File: config.mk
export PLATFORM = sky130hd
export DESIGN_NAME = port_priority_scheduler
export DESIGN_NICKNAME = d
export VERILOG_FILES = /design/src/rtl/port_priority_scheduler.sv
export SDC_FILE = /design/constraint.sdc
export NUM_CORES = 1
export LEC_CHECK = 0
export ABC_AREA = 1
export CAP_MARGIN = 10
export CORE_UTILIZATION = 50
export DETAILED_ROUTE_END_ITERATION = 10
export GPL_TIMING_DRIVEN = 0
export HOLD_SLACK_MARGIN = 0.02
export PLACE_DENSITY_LB_ADDON = 0.2
export SKIP_LAST_GASP = 1
export SYNTH_ARGS = -nofsm -noshare
export SYNTH_HDL_FRONTEND = slang
export SYNTH_SLANG_ARGS = --single-unit
File: constraint.sdc
create_clock -name clk -period 2.3 [get_ports clk]
set_input_delay 0.23 -clock clk [delete_from_list [all_inputs] [get_ports clk]]
set_output_delay 0.23 -clock clk [all_outputs]
set_load 0.01 [all_outputs]
File: src/rtl/port_priority_scheduler.sv
// Round-robin priority select generator for port_prioritizer.
// Starving ports are promoted ahead of the rotation order.
module port_priority_scheduler #(
    parameter int WAIT_W       = 4,
    parameter int STARVE_LIMIT = 8
) (
    input  logic       clk,
    input  logic       rst_n,
    input  logic       en,
    input  logic       port1_valid,
    input  logic       port2_valid,
    input  logic       port3_valid,
    input  logic       port1_served,
    input  logic       port2_served,
    input  logic       port3_served,
    output logic [2:0] port_priority,
    output logic [2:0] starve_flag
);

    localparam logic [WAIT_W-1:0] CNT_MAX = '1;
    localparam logic [WAIT_W-1:0] LIMIT   = WAIT_W'(STARVE_LIMIT);

    logic [2:0]        valid;
    logic [2:0]        served;
    logic [WAIT_W-1:0] wait_cnt [3];
    logic [1:0]        rr_ptr;
    logic [1:0]        base [3];
    logic [1:0]        ord  [3];
    logic [1:0]        n;
    logic [2:0]        next_code;

    assign valid  = {port3_valid, port2_valid, port1_valid};
    assign served = {port3_served, port2_served, port1_served};

    always_comb begin
        for (int i = 0; i < 3; i++) begin
            starve_flag[i] = (wait_cnt[i] >= LIMIT);
        end
    end

    // Ports are 0-based here: port N is index N-1.
    always_comb begin
        base[0] = 2'd0;
        base[1] = 2'd1;
        base[2] = 2'd2;
        unique case (rr_ptr)
            2'd1: begin
                base[0] = 2'd1;
                base[1] = 2'd2;
                base[2] = 2'd0;
            end
            2'd2: begin
                base[0] = 2'd2;
                base[1] = 2'd0;
                base[2] = 2'd1;
            end
            default: ;
        endcase
    end

    // Stable partition: starved ports first, each group in base order.
    always_comb begin
        for (int i = 0; i < 3; i++) begin
            ord[i] = 2'd0;
        end
        n = 2'd0;
        for (int i = 0; i < 3; i++) begin
            if (starve_flag[base[i]]) begin
                ord[n] = base[i];
                n      = n + 2'd1;
            end
        end
        for (int i = 0; i < 3; i++) begin
            if (!starve_flag[base[i]]) begin
                ord[n] = base[i];
                n      = n + 2'd1;
            end
        end
    end

    // Code = 2*first + (second outranks third by port number).
    assign next_code = {ord[0], ord[1] > ord[2]};

    always_ff @(posedge clk or negedge rst_n) begin
        if (!rst_n) begin
            port_priority <= 3'd0;
            rr_ptr        <= 2'd0;
            for (int i = 0; i < 3; i++) begin
                wait_cnt[i] <= '0;
            end
        end else if (en) begin
            port_priority <= next_code;
            for (int i = 0; i < 3; i++) begin
                if (served[i]) begin
                    wait_cnt[i] <= '0;
                end else if (valid[i]) begin
                    if (wait_cnt[i] != CNT_MAX) begin
                        wait_cnt[i] <= wait_cnt[i] + 1'b1;
                    end
                end else begin
                    wait_cnt[i] <= '0;
                end
            end
            if (|served) begin
                rr_ptr <= (rr_ptr == 2'd2) ? 2'd0 : rr_ptr + 2'd1;
            end
        end
    end

endmodule

==> results of run 1 <==
-- metrics by stage --
step           setup TNS [ns]  hold slack, ns  area (sq um)  power (uW)
6_report                    0           0.387          1710        1980
4_1_cts                     0           0.399          1600        1730
2_1_floorplan               0         -0.0656          1330        1190
3_3_place_gp                0           0.465          1510        1400
5_1_grt               -0.0343           0.446          1710        2160
3_5_place_dp          -0.0835           0.466          1510        1440
-- layer usage --
layer,track usage,up-vias,part of all wire
met5,0,-,0
met2,0.415,47,0.51
met4,0.136,0,0.034
met1,0.301,661,0.41
li1,-,693,-
met3,0.0226,13,0.051
-- state kept, by name, indices dropped and copies added, names as in the netlist --
name and cells:
wait_cnt 12, port_priority 3, rr_ptr 2
-- synth_stat cells --
| cell type | count | share of area |
|---|---|---|
| clkbuf_2 | 1 | 0.0037 |
| or2_1 | 1 | 0.0047 |
| buf_4 | 1 | 0.0056 |
| dfrtp_1 | 17 | 0.32 |
| inv_1 | 24 | 0.068 |
| nand3_2 | 1 | 0.0075 |
| o21ai_1 | 3 | 0.011 |
| nor2_1 | 20 | 0.056 |
| inv_4 | 1 | 0.0047 |
| buf_6 | 1 | 0.0084 |
| nand2_2 | 3 | 0.014 |
| nor3_1 | 4 | 0.015 |
| a31oi_1 | 1 | 0.0047 |
| ha_1 | 11 | 0.10 |
| inv_2 | 5 | 0.014 |
| o21ai_0 | 15 | 0.056 |
| nand2_4 | 1 | 0.0084 |
| nand2_1 | 42 | 0.12 |
| nand3_1 | 28 | 0.11 |
| a21oi_1 | 11 | 0.041 |
| clkbuf_1 | 3 | 0.0084 |
| nor3b_1 | 4 | 0.023 |
-- critical path, stage by stage (launching register included) --
cell     delay, ns
dfrtp_1       0.38
inv_2         0.08
ha_4          0.34
nand2_2       0.10
nor2_2        0.11
inv_1         0.06
nand2_2       0.11
nand2_4       0.08
inv_2         0.08
o21ai_2       0.06
nand3_1       0.08
nand2_2       0.07
ha_4          0.24
inv_1         0.05
nor2_1        0.03
o21ai_0       0.13
nand2_1       0.07
-- kinds of logic (layout without fill, tap and decap cells) --
logic type / count (synthesis) / count (layout)
simple gates: 104 / 104
flops: 17 / 17
compound gates: 30 / 30
buf+inv: 36 / 64
fa+ha+maj: 11 / 11
-- area by class of cell --
| class | instances | area [sq um] | share of cell area |
|---|---|---|---|
| Tap cell | 30 | 37.5 | 0.0220 |
| Multi-Input combinational cell | 145 | 843 | 0.494 |
| Buffer | 5 | 27.5 | 0.0161 |
| Clock buffer | 4 | 26.3 | 0.0154 |
| Sequential cell | 17 | 425 | 0.249 |
| Inverter | 30 | 123 | 0.0719 |
| Timing Repair Buffer | 25 | 223 | 0.131 |
-- worst max path at each step --
| stage | slack (ns) | to |
|---|---|---|
| 2_1_floorplan | 0.17 | port_priority[0] |
| 3_3_place_gp | 0.002 | port_priority[0] |
| 3_5_place_dp | -0.08 | port_priority[0] |
| 4_1_cts | 0.02 | port_priority[0] |
| 5_1_grt | -0.03 | port_priority[0] |
| 6_report | 0.1 | port_priority[0] |
-- power breakdown --
part	switching [uW]	internal [uW]
clock	94.6	67.7
sequential	30.6	348
combinational	833	610
-- repair_timing --
action                                  in CTS  in global routing
pin swaps                                    4                  8
endpoints found under the setup margin       1                  1
resized for setup                           13                 15
setup buffers                                3                  8
endpoints found under the hold margin        0                  0
==> flow_summary.toml, run 1 <==
[route]
vias_per_cell = 5.52
dr.pass1.iters = 4
routedWlPerCell_um = 13.3
routed-via-count = 1414
wirelength_um = 3420
drc_errors = 0
drtIter0Drc = 46
drtAntennaViolNets = 0

[worst_setup_path]
regToRegSetupSlack_ns = 0.1
worstRegToRegCells = 16
worstReg2RegEnd = "port_priority[0]"
startpoint = "rr_ptr[0]"
path_class = "register to register"
cp.required_ns = 2.49
startpoint_type = "register"
crit_fanout = 8
critPathCaptureType = "register"
r2r_start = "rr_ptr[0]"
crit_arrival_ns = 2.39

[synth]
synthesis.nets = 218
synth_seq_area_share = 0.319
synth-compound-area-share = 0.114
synthCells = 198
synth-adder-area-share = 0.103
yosys.area_share.simple = 0.352
synth_top_family_by_area = "simple AND/OR/NAND/NOR gates"
avgSynthCellArea_sq_um = 6.74
yosysWarnings = 0
synth_area_sq_mm = 0.00133
synthMuxAreaShare = 0
netlist-cell-type-count = 22
ys_ff_latch = 17
synth_xor_area_frac = 0

[clock_network]
clockBufferDepth = 2
cts_sinks = 17
htree_levels = 1
postCtsHoldBufs = 0
clk_pin_slew_ns = 0.09
root_buffer = "clkbuf_4"
cts_tree = "yes"
cts-buffers-inserted = 3
clk_latency_ns = 0.30

[placement]
post-place-ws_ns = -0.0835
port_buffers = 14
dp_cells = 242
gp_congestion = 0.925
dp.final_hpwl_um = 2350

[sta]
period_share = 0.957
fmax_mhz = 454
clock_skew_ns = 0.00157
timing.final.crit_period_ns = 2.20
setup_ws_ns = 0.0989
tightestPinTransition_ns = 0.803
relSlewSlack = 0.463
hold_viol = 0
setup_viol = 0
drv_slew = 0

[finish]
area_growth_pct = 27.9
drive_gt1_frac = 0.217
post-route-util = 0.682
nets = 247
final_cell_count_no_fill = 256
layout_common_cells = "nand2_1 (33), nand3_1 (28), inv_1 (21), dfrtp_1 (17), nor2_1 (16)"
layout_commonest_cell = "nand2_1"
fillers = 227
antenna_cells = 0

[floorplan]
start_util = 0.534
core_sq_mm = 0.00250
ios = 15
fp.dieH_um = 53.7
die_w_um = 53.7
rows = 18
die-area_sq_mm = 0.00288

[grt]
gr-total-overflow = 0
grt_pass1_wl_um = 5050
antenna_found_initial = 0
grt_max_degree = 18
grt_pass1_vias = 1232
grt_use_total = 0.244

[power_and_ir_drop]
p_leak_uw = 0.000840
vdd_drop_max_mv = 0.878
power.density_mw_per_mm2 = 1160

[worst_hold_path]
worstHoldPathType = "primary input to async pin"

[status]
status = "complete, no violations"

[flow_run]
drv_cap = 0
No activity file was read; power rests on OpenSTA's default activity.
==> run 2, diff against run 1 <==
CAP_MARGIN = 15   (was 10)
==> results of run 2 <==
Same layout as run 1: the final DEF is identical, and so are final timing and power.
==> edit 1: new RTL, settings of run 2 <==
Add an input register stage for `port2_valid`, without a reset; this delays it by one clock. The other inputs are not delayed to match.
--- a/src/rtl/port_priority_scheduler.sv
+++ b/src/rtl/port_priority_scheduler.sv
@@ -21,4 +21,10 @@
     localparam logic [WAIT_W-1:0] LIMIT   = WAIT_W'(STARVE_LIMIT);
 
+    logic port2_valid_q;
+
+    always_ff @(posedge clk) begin
+        port2_valid_q <= port2_valid;
+    end
+
     logic [2:0]        valid;
     logic [2:0]        served;
@@ -30,5 +36,5 @@
     logic [2:0]        next_code;
 
-    assign valid  = {port3_valid, port2_valid, port1_valid};
+    assign valid  = {port3_valid, port2_valid_q, port1_valid};
     assign served = {port3_served, port2_served, port1_served};
 
Check against the original RTL: not equivalent (a bounded check fails within 10 cycles, from zero or initial values and one cycle with rst_n low).
==> edit 1 against run 2 <==
Sequential share of layout area is essentially flat; sequential cell count grew 1; worst hold slack worse by 0.021 ns; total power up 1.1%; critical path depth shrank 1; final area rose by 4.5%; routed wire length down 1.8%; clock skew up 0.0028 ns; setup slack better by 0.036 ns; synthesized area up 6.1%; critical path type unchanged; largest cell class unchanged; largest power group unchanged.
==> edit 1: results (changes against run 2) <==
outcome=complete, no violations; worst-case reg-to-reg path depth=15 (-1); worst-case hold slack=0.3660 ns (-0.02136 ns); DR pass1 iterations=4 (unchanged); CP max FO=6 (-2); vias in the first global route=1420 (+15%); Final nets=242 (-2.0%); Buffers excl. clock=26 (-13%); DP Worst Slack=-0.06932 ns (+0.01423 ns); Synth Instances=197 (-0.51%); Peak VDD IR=0.9270 mV (+5.6%); flop2flop setup slack=0.14 ns (+0.04 ns); Syn Nets=217 (-0.46%); Rel. slew slack=49.01% (+2.7 points); slowest stage delay, CP=0.42 ns (+0.04 ns); switch share=48.11% (-0.22 points); Netlist cell types=27 (+23%); Seq cells post-synth=18 (+1); Seq/total area=24.98% (+0.038 points); post-synthesis sequential area ratio=31.48% (-0.42 points); clock transition at the registers of the reported paths=0.11 ns (+0.02 ns); Finished Layout Cells=251 (-2.0%); Detailed Route Iter0 Violations=68 (+48%); worst clock skew=0.004364 ns (+0.002789 ns); first-pass GRT wire length=5.823 mm (+15%); Inverters, non-clock=32 (+6.7%); placed cell area=0.001593 mm^2 (+5.4%); Clock-cell share=2.035% (+0.49 points); GPL Wtd Cong=0.9315 (+0.75%); vias per cell=5.562 (+0.69%); P_leak=0.8604 nW (+2.4%); multi-input combinational area share=51.37% (+1.9 points); Non-Clock Buffer Area Fraction=12.21% (-2.5 points); post-synthesis compound-gate area fraction=12.73% (+1.4 points); Avg WL per Cell=13.36 um (+0.14%); Area contributors post-synth=dfrtp_1 (30%), ha_1 (9.7%), nand3_1 (9.2%); worst r2r src=rr_ptr[0]; post-route cell area=0.001783 mm^2 (+4.5%); Synth warnings=0 (unchanged); Resize count post-CTS=10 (-3); Multi-In Gates=141 (-2.8%); post-synthesis adder-cell area fraction=9.726% (-0.59 points); list of most frequent post-synthesis cells=nand2_1 (33), nand3_1 (26), inv_1 (21); CP arrival=2.36 ns (-0.03 ns); maximum clock path buffer count=2 (unchanged)
edit 1: worst max-delay path by stage:
stage                         start                to  slack (ns)  depth (start not counted)
after floorplan           rr_ptr[0]  port_priority[0]        0.15                         18
after global placement    rr_ptr[0]  port_priority[0]       0.006                         18
after detailed placement  rr_ptr[0]  port_priority[0]       -0.07                         16
after CTS                 rr_ptr[0]  port_priority[0]        0.02                         18
after global routing      rr_ptr[0]  port_priority[0]       -0.02                         16
final                     rr_ptr[0]  port_priority[0]        0.14                         15
edit 1: power groups by stage:
stage,logic [mW],registers [mW],clock network (mW)
floorplan,0.808,0.407,0
global placement,1.01,0.398,0
detailed placement,1.05,0.402,0
CTS,1.20,0.395,0.207
global route,1.54,0.402,0.216
finish,1.41,0.397,0.203
edit 1: layer usage:
layer	routed length (um)	vias to the layer above	share of wire, %	track usage [%]
li1	-	689	-	-
met3	182	8	5.4	3.747
met2	1640	45	49	39.07
met1	1472	654	44	29.12
met4	59	0	1.8	9.643
met5	0	-	0	0
==> edit 2: new RTL, config.mk and constraints of run 2 <==
Made on the original files. Change the parameter `WAIT_W` from 4 to 6.
--- a/src/rtl/port_priority_scheduler.sv
+++ b/src/rtl/port_priority_scheduler.sv
@@ -2,5 +2,5 @@
 // Starving ports are promoted ahead of the rotation order.
 module port_priority_scheduler #(
-    parameter int WAIT_W       = 4,
+    parameter int WAIT_W       = 6,
     parameter int STARVE_LIMIT = 8
 ) (
Function: no difference found for any inputs over 10 cycles, from zero or initial values and one cycle with rst_n low; that may be too few to reach the edited logic, so the function may still have changed.
==> edit 2 against run 2 <==
The flow now finishes with violations (setup timing); sequential cell count is 6 higher; final area is 59% higher; clock power is 58% higher; routed wire length is 57% higher; worst hold slack worse by 0.18 ns; total power is 90% higher; setup slack worse by 0.62 ns; die area is 43% higher; core utilization is 5.1 points higher; sequential power is 27% higher; synthesized area is 45% higher; critical endpoint unchanged; largest cell class unchanged; largest power group unchanged; highest routed layer unchanged.
==> edit 2: results (changes against run 2) <==
worst-case hold slack=0.2061 ns (-0.1813 ns); Peak VDD IR=0.8865 mV (+0.99%); biggest regs=wait_cnt (18), port_priority (3), rr_ptr (2); DRT met1 WL=2.215 mm (+59%); post-placement cell count=331 (+37%); placed cell area=0.002210 mm^2 (+46%); vias per cell=5.400 (-2.2%); Detailed Route WL=5.378 mm (+57%); worst slew pin tran=0.4417 ns (-0.3615 ns); Mapped Avg Cell Area=7.200 um^2 (+6.9%); outcome=complete, but fails checks; DR WL met2=2.780 mm (+61%); largest net degree at the start of global routing=24 (+6); worst r2r src=rr_ptr[1]; first-pass GRT wire length=8.079 mm (+60%); P_leak=1.322 nW (+57%); Netlist cell types=28 (+27%); post-synthesis sequential area ratio=29.72% (-2.2 points); post-route setup TNS=-0.7076 ns (-0.7076 ns); post-DP HPWL=3.048 mm (+30%); share of the synthesized area in the top cell type=29.72% (-2.2 points); Final WS setup=-0.5248 ns (-0.6237 ns); violated checks=setup timing; Total GRT Usage=25.06% (+0.70 points); vias in the first global route=1838 (+49%); CP Launch Point=rr_ptr[1]; DP Worst Slack=-0.6499 ns (-0.5663 ns); Internal=1.971 mW (+92%); Final setup viols=3 (+3); worst clock skew=0.004781 ns (+0.003206 ns); Syn Nets=294 (+35%); GPL Wtd Cong=0.8807 (-4.7%); DR pass1 iterations=5 (+1); Area contributors post-synth=dfrtp_1 (30%), ha_1 (10%), nand2_1 (9.5%)
## edit 2: final cells by class
type	count	area, um^2	share of cell area (%)
Tap cell	48	60.06	2.221
Sequential cell	23	575.6	21.29
Clock buffer	4	45.04	1.666
Timing Repair Buffer	50	475.5	17.58
Inverter	52	215.2	7.959
Multi-Input combinational cell	193	1333	49.28
## edit 2: what timing repair did
item / 4_1_cts / 5_1_grt
resized for setup: 17 / 13
endpoints found under the setup margin: 3 / 3
buffers inserted: 23 / 13
hold endpoints to repair: 0 / 0
pin swaps: 20 / 23
## edit 2: how the worst max path moves through the flow
| stage | to | slack, ns | cells after the start |
|---|---|---|---|
| 6_report | port_priority[0] | -0.52 | 21 |
| 5_1_grt | port_priority[0] | -0.66 | 22 |
| 4_1_cts | port_priority[0] | -0.42 | 20 |
| 3_5_place_dp | port_priority[0] | -0.65 | 22 |
| 3_3_place_gp | port_priority[0] | -0.63 | 22 |
| 2_1_floorplan | port_priority[0] | -0.33 | 20 |
## edit 2: critical path: cells and delay by family, from the launching register on
kind                       cells  cell delay (ns)
adders and majority gates      3             0.73
AOI/OAI and AO/OA              4             0.32
and+or+nand+nor                8             0.72
DFF                            1             0.37
buffers and inverters          6             0.62
## edit 2: layer usage
metal	global-route usage [%]	vias to the layer above
li1	-	990
met1	30.99	929
met2	44.74	63
met3	4.286	16
met4	5.833	0
met5	0	-
## edit 2: cells by family after synthesis
group / Yosys count / share of synthesized area, %
AO/OA/AOI/OAI: 40 / 12.60
buffers and inverters: 53 / 10.66
flip-flops: 23 / 29.72
AND/OR/NAND/NOR: 137 / 36.69
adder cells (fa/ha/maj): 16 / 10.34
## edit 2: per-stage QoR
stage | utilization [%] | total power [mW]
after floorplan | - | 2.081
after global placement | 59.90 | 2.394
after detailed placement | 59.90 | 2.424
after CTS | 68.49 | 3.278
after global routing | 73.30 | 4.045
final | 73.30 | 3.778
## edit 2: power groups by stage
stage	logic (mW)	registers (mW)	clock network [mW]
2_1_floorplan	1.58	0.503	0
3_3_place_gp	1.90	0.496	0
3_5_place_dp	1.93	0.497	0
4_1_cts	2.54	0.482	0.260
5_1_grt	3.28	0.488	0.273
6_report	3.04	0.482	0.256
